===== src/rtl/explosion_sprite_reader.sv =====
// Explosion sprite reader: prefetches one sprite row per hblank into a line buffer and
// serves registered palette indices during active video. Optional blink: EXPLOSION_FLICKER_EN.
module explosion_sprite_reader #(
    parameter int unsigned SPR_W       = 30,
    parameter int unsigned SPR_H       = 30,
    parameter int unsigned LIFE_FRAMES = 32,
    parameter logic [3:0]  TRANSPARENT = 4'h0,
    parameter int unsigned BASE_ADDR   = 0
) (
    input  logic        Clk,
    input  logic        Reset,
    input  logic        trigger,
    input  logic [9:0]  trig_x,
    input  logic [9:0]  trig_y,
    input  logic        frame_start,
    input  logic        line_start,
    input  logic [9:0]  fetch_line,
    input  logic [9:0]  DrawX,
    output logic [18:0] ram_read_address,
    input  logic [3:0]  ram_data,
    output logic [3:0]  pixel_index,
    output logic        pixel_valid,
    output logic        active,
    output logic        busy
);

    localparam int unsigned ADDR_W  = 19;
    localparam int unsigned COORD_W = 10;
    localparam int unsigned EXT_W   = 11;
    localparam int unsigned ROW_W   = 10;
    localparam int unsigned LIFE_W  = 8;
    localparam int unsigned IDX_W   = 4;
    localparam int unsigned COL_W   = $clog2(SPR_W);

    typedef enum logic [1:0] {
        S_IDLE,
        S_ISSUE,
        S_DRAIN
    } state_t;

    // Row offset r*SPR_W as a sum of shifted copies of r, one per set bit of SPR_W.
    function automatic logic [ADDR_W-1:0] row_mul(input logic [ROW_W-1:0] r);
        logic [ADDR_W-1:0] acc;
        acc = '0;
        for (int i = 0; i < 16; i++) begin
            if (((SPR_W >> i) & 32'd1) != 0) begin
                acc = acc + (ADDR_W'(r) << i);
            end
        end
        return acc;
    endfunction

    logic [COORD_W-1:0] pos_x_q;
    logic [COORD_W-1:0] pos_y_q;
    logic [LIFE_W-1:0]  life_q;

    state_t             state_q, state_d;
    logic [COL_W-1:0]   col_q, col_d;
    logic [ADDR_W-1:0]  row_base_q, row_base_d;
    logic [ADDR_W-1:0]  addr_d;
    logic               busy_d;
    logic               row_ok_q, row_ok_d;
    logic               buf_we;
    logic [COL_W-1:0]   buf_wcol;
    logic [IDX_W-1:0]   linebuf [SPR_W];

    logic [EXT_W-1:0]   line_ext, y_ext, y_last, row_diff;
    logic               row_hit_c;
    logic [ADDR_W-1:0]  new_base_c;

    logic [EXT_W-1:0]   dx_ext, x_ext, x_last, col_diff;
    logic               in_x_c;
    logic [COL_W-1:0]   col_rd_c;
    logic [IDX_W-1:0]   rd_index_c;
    logic               flicker_c;
    logic               vis_c;

    // Explosion lifetime: trigger (re)loads, frame_start counts down to zero.
    always_ff @(posedge Clk or posedge Reset) begin
        if (Reset) begin
            pos_x_q <= '0;
            pos_y_q <= '0;
            life_q  <= '0;
            active  <= 1'b0;
        end else if (trigger) begin
            pos_x_q <= trig_x;
            pos_y_q <= trig_y;
            life_q  <= LIFE_W'(LIFE_FRAMES);
            active  <= 1'b1;
        end else if (frame_start && active) begin
            life_q <= life_q - LIFE_W'(1);
            if (life_q == LIFE_W'(1)) begin
                active <= 1'b0;
            end
        end
    end

    // Vertical hit test and row base address, widened so pos_y near 1023 does not wrap.
    always_comb begin
        line_ext   = EXT_W'(fetch_line);
        y_ext      = EXT_W'(pos_y_q);
        y_last     = y_ext + EXT_W'(SPR_H - 1);
        row_hit_c  = active && (line_ext >= y_ext) && (line_ext <= y_last);
        row_diff   = line_ext - y_ext;
        new_base_c = ADDR_W'(BASE_ADDR) + row_mul(ROW_W'(row_diff));
    end

    // Fetch FSM next-state; a new line_start always pre-empts the current fetch.
    always_comb begin
        state_d    = state_q;
        col_d      = col_q;
        row_base_d = row_base_q;
        addr_d     = ram_read_address;
        busy_d     = busy;
        row_ok_d   = row_ok_q;
        buf_we     = 1'b0;
        buf_wcol   = col_q - COL_W'(1);

        if (line_start) begin
            row_ok_d = 1'b0;
            if (row_hit_c) begin
                state_d    = S_ISSUE;
                col_d      = '0;
                row_base_d = new_base_c;
                addr_d     = new_base_c;
                busy_d     = 1'b1;
            end else begin
                state_d = S_IDLE;
                busy_d  = 1'b0;
            end
        end else begin
            case (state_q)
                S_IDLE: begin
                    state_d = S_IDLE;
                end
                S_ISSUE: begin
                    // Data on ram_data belongs to the address issued one cycle earlier.
                    buf_we = (col_q != '0);
                    if (col_q == COL_W'(SPR_W - 1)) begin
                        state_d = S_DRAIN;
                    end else begin
                        col_d  = col_q + COL_W'(1);
                        addr_d = row_base_q + ADDR_W'(col_q + COL_W'(1));
                    end
                end
                S_DRAIN: begin
                    buf_we   = 1'b1;
                    buf_wcol = COL_W'(SPR_W - 1);
                    state_d  = S_IDLE;
                    busy_d   = 1'b0;
                    row_ok_d = 1'b1;
                end
                default: begin
                    state_d = S_IDLE;
                    busy_d  = 1'b0;
                end
            endcase
        end
    end

    always_ff @(posedge Clk or posedge Reset) begin
        if (Reset) begin
            state_q          <= S_IDLE;
            col_q            <= '0;
            row_base_q       <= ADDR_W'(BASE_ADDR);
            ram_read_address <= ADDR_W'(BASE_ADDR);
            busy             <= 1'b0;
            row_ok_q         <= 1'b0;
        end else begin
            state_q          <= state_d;
            col_q            <= col_d;
            row_base_q       <= row_base_d;
            ram_read_address <= addr_d;
            busy             <= busy_d;
            row_ok_q         <= row_ok_d;
        end
    end

    // Line buffer contents are don't-care after reset.
    always_ff @(posedge Clk) begin
        if (buf_we) begin
            linebuf[buf_wcol] <= ram_data;
        end
    end

    // Horizontal hit test and buffer lookup for the current pixel.
    always_comb begin
        dx_ext     = EXT_W'(DrawX);
        x_ext      = EXT_W'(pos_x_q);
        x_last     = x_ext + EXT_W'(SPR_W - 1);
        in_x_c     = (dx_ext >= x_ext) && (dx_ext <= x_last);
        col_diff   = dx_ext - x_ext;
        col_rd_c   = in_x_c ? COL_W'(col_diff) : '0;
        rd_index_c = linebuf[col_rd_c];
`ifdef EXPLOSION_FLICKER_EN
        flicker_c  = active && (life_q <= LIFE_W'(8)) && life_q[0];
`else
        flicker_c  = 1'b0;
`endif
        vis_c      = row_ok_q && !busy && active && in_x_c &&
                     (rd_index_c != TRANSPARENT) && !flicker_c;
    end

    always_ff @(posedge Clk or posedge Reset) begin
        if (Reset) begin
            pixel_index <= '0;
            pixel_valid <= 1'b0;
        end else begin
            pixel_valid <= vis_c;
            pixel_index <= vis_c ? rd_index_c : '0;
        end
    end

endmodule


===== config.mk =====
export PLATFORM = sky130hd
export DESIGN_NAME = explosion_sprite_reader
export DESIGN_NICKNAME = d
export VERILOG_FILES = /design/src/rtl/explosion_sprite_reader.sv
export SDC_FILE = /design/constraint.sdc
export NUM_CORES = 1
export LEC_CHECK = 0
export ABC_AREA = 1
export BUFFER_PORTS_ARGS = -buffer_cell sky130_fd_sc_hd__buf_2
export CORE_MARGIN = 4
export CORE_UTILIZATION = 35
export CTS_CLUSTER_SIZE = 25
export DETAILED_ROUTE_END_ITERATION = 10
export GPL_ROUTABILITY_DRIVEN = 0
export PLACE_DENSITY = 0.5
export SETUP_SLACK_MARGIN = 0.02
export SYNTH_ARGS = -nofsm -noshare
export SYNTH_HDL_FRONTEND = slang
export SYNTH_SLANG_ARGS = --single-unit

===== constraint.sdc =====
create_clock -name Clk -period 11.9 [get_ports Clk]
set_input_delay 1.785 -clock Clk [delete_from_list [all_inputs] [get_ports Clk]]
set_output_delay 1.785 -clock Clk [all_outputs]
set_load 0.005 [all_outputs]

==> results.json <==
{
  "wl_per_cell_microns": 16.42,
  "ctsRootBufferMaster": "clkbuf_16",
  "setup_ws_ns": 5.850,
  "slowest_delay_ns": 0.53,
  "ys_seq_area_share_pct": 48.03,
  "cts_hold_buf": 0,
  "insertion_delay_ns": 0.44,
  "nets": 1433,
  "rsz0062_at_grt": "false",
  "end_kind": "register",
  "synthArstFlopShare_pct": 37.50,
  "die-area_sq_um": 35090,
  "final_cells": 1709,
  "synth-edff-count": 120,
  "final-hold-violation-count": 0,
  "area_growth_pct": 11.12,
  "design.core.area_sq_um": 31640,
  "start_util_pct": 35.57,
  "fin_skew_ns": 0.01588,
  "clkTransAtPathRegs_ns": 0.07,
  "placed_area_sq_um": 11890,
  "cts.path.max_buffers": 2,
  "ant_nets": 0,
  "detail_route.first_pass.iterations": 6,
  "grt_antenna_before_repair": 1,
  "worstPathArrival_ns": 6.36,
  "p_leak_nw": 5.725,
  "cp-start-kind": "primary input",
  "dp_cells": 1677,
  "clock-sinks": 192,
  "synth_warnings": 0,
  "cts_tree": "built",
  "cap_violations": 0,
  "ys_ff_latch": 192,
  "worst_slew_margin_rel_pct": 35.79,
  "cts_buffers": 17,
  "total_power_mw": 2.513,
  "grt_max_degree": 73,
  "critPathMaxFanout": 4,
  "path_delay_family": "adder cells",
  "grt_usage_pct": 16.14,
  "syn_inst": 1247,
  "crit_required_ns": 12.21,
  "cp_num_buf_inv": 5,
  "peakVddDrop_mv": 0.2223,
  "io_pins": 75,
  "setup_viol": 0,
  "drc": 0,
  "fin_area_sq_um": 12510,
  "ctsResizeCount": 0,
  "synth_ff_type": "edfxtp_1",
  "dp_worst_setup_slack_ns": 5.433,
  "drtIter0Drc": 497,
  "grt_pass1_wl_microns": 45680,
  "syn_area_per_cell_sq_um": 9.025,
  "tightest_slew_ns": 0.9631,
  "synthDistinctLibCells": 48,
  "setup-tns-final_ns": 0,
  "layout-drive-gt1-share_pct": 10.56,
  "place_hpwl_microns": 19610,
  "maxSlewViolCount": 0,
  "status": "finished, final reports clean",
  "num_vias": 8341,
  "htreeDepth": 4,
  "die_x_microns": 187.3,
  "rows": 65,
  "min_period_over_period_pct": 50.84,
  "grt_remaining_overflow": 0,
  "p_per_area_nw_per_um2": 201.0,
  "die_height_microns": 187.3,
  "portBuffers": 71,
  "vias_per_cell": 4.881,
  "timing.fmax_ghz": 0.1653,
  "postCtsSetupBuffers": 0,
  "critical_path.most_common_cell": "nand2_1",
  "wl_microns": 28060,
  "slowest_stage": "fa_1",
  "min_period_ns": 6.050,
  "worst-setup-path-type": "in2reg",
  "grt_pass1_vias": 8433,
  "hold_path_class": "reg2reg",
  "hold-worst-slack_ns": 0.4785,
  "synth.cell_area_sq_um": 11250,
  "fin_util_pct": 39.53,
  "n_antenna_cell": 0
}
==> synthesized netlist by cell type, types with 3 or more instances <==
library cell / count / area, sq um
xnor2_1: 7 / 61.31
o21bai_1: 5 / 37.54
o21ai_0: 56 / 280.3
ha_1: 70 / 875.8
inv_1: 187 / 701.9
a211oi_1: 4 / 30.03
nand2_2: 3 / 18.77
nand2_1: 216 / 810.8
dfrtp_1: 72 / 1802
nor2_1: 117 / 439.2
inv_2: 5 / 18.77
o21ai_1: 8 / 40.04
fa_1: 20 / 400.4
or2_2: 8 / 50.05
xor2_1: 35 / 306.5
edfxtp_1: 120 / 3603
nand3_1: 121 / 605.6
nor3_1: 8 / 40.04
clkbuf_1: 15 / 56.30
a31oi_1: 3 / 18.77
buf_2: 19 / 95.09
a21oi_1: 57 / 285.3
nand4_1: 47 / 294.0
buf_4: 10 / 75.07
==> registers in the layout, indices dropped and copies added (netlist names), 2 cells and up <==
signal            flops
linebuf             120
ram_read_address     15
row_base_q           14
pos_x_q              10
pos_y_q              10
life_q                8
col_q                 5
pixel_index           4
state_q               2
==> cells by family (layout without fill, tap and decap cells) <==
family | after synthesis | after routing | share of synthesized area (%)
simple gates | 534 | 534 | 21.48
buf+inv | 241 | 299 | 8.727
flops | 192 | 192 | 48.03
compound gates | 147 | 147 | 7.126
fa+ha+maj | 90 | 90 | 11.34
xor+xnor | 42 | 42 | 3.268
other cells | 1 | 3 | 0.03332
==> layout by cell type (no fill, tap or decap), drive strengths merged <==
cell / n
nor2: 120
dfrtp: 72
clkbuf: 17
inv: 196
a21o: 2
a31o: 2
nand2: 220
fa: 20
a21oi: 59
bufinv: 2
conb: 3
a211oi: 4
nor3: 8
nor4: 1
a31oi: 3
a21boi: 1
nor3b: 1
o31ai: 1
o22ai: 2
o211ai: 2
clkinv: 11
nand3b: 2
nand4: 48
o311ai: 2
and3: 1
xor2: 35
or2: 9
o21bai: 5
o21ai: 64
edfxtp: 120
buf: 73
nand3: 124
xnor2: 7
ha: 70
==> path summary, 6_finish.rpt <==
check | from | endpoint | slack, ns | cells after the start
hold reg to reg | life_q[7] | life_q[7] | 0.48 | 1
setup / recovery | fetch_line[2] | ram_read_address[14] | 5.85 | 27
max in group asynchronous | Reset | pos_x_q[4] | 9.64 | 3
min in group asynchronous | Reset | pos_y_q[2] | 1.62 | 3
setup reg to reg | pos_y_q[2] | ram_read_address[14] | 6.82 | 27
hold / removal | life_q[7] | life_q[7] | 0.48 | 1
==> metal layers <==
| layer | global-route usage (%) | part of all wire, % |
|---|---|---|
| met5 | 0 | 0.043 |
| met4 | 3.129 | 0.91 |
| met3 | 3.024 | 3.6 |
| met2 | 27.34 | 48 |
| met1 | 21.83 | 48 |
==> report_power, final <==
part           leakage [nW]  switching, mW  internal, mW  total [mW]
clock                 0.304          0.285         0.321       0.606
combinational          3.45          0.693         0.390        1.08
sequential             1.97         0.0521         0.771       0.823
==> layout make-up <==
cell class | instances | area [sq um]
Timing Repair Buffer | 73 | 370.4
Clock inverter | 15 | 193.9
Inverter | 194 | 730.7
Fill cell | 3228 | 19130
Tap cell | 402 | 503.0
Clock buffer | 17 | 425.4
Multi-Input combinational cell | 816 | 4877
Sequential cell | 192 | 5405
Power figures use the tool's default switching activity.
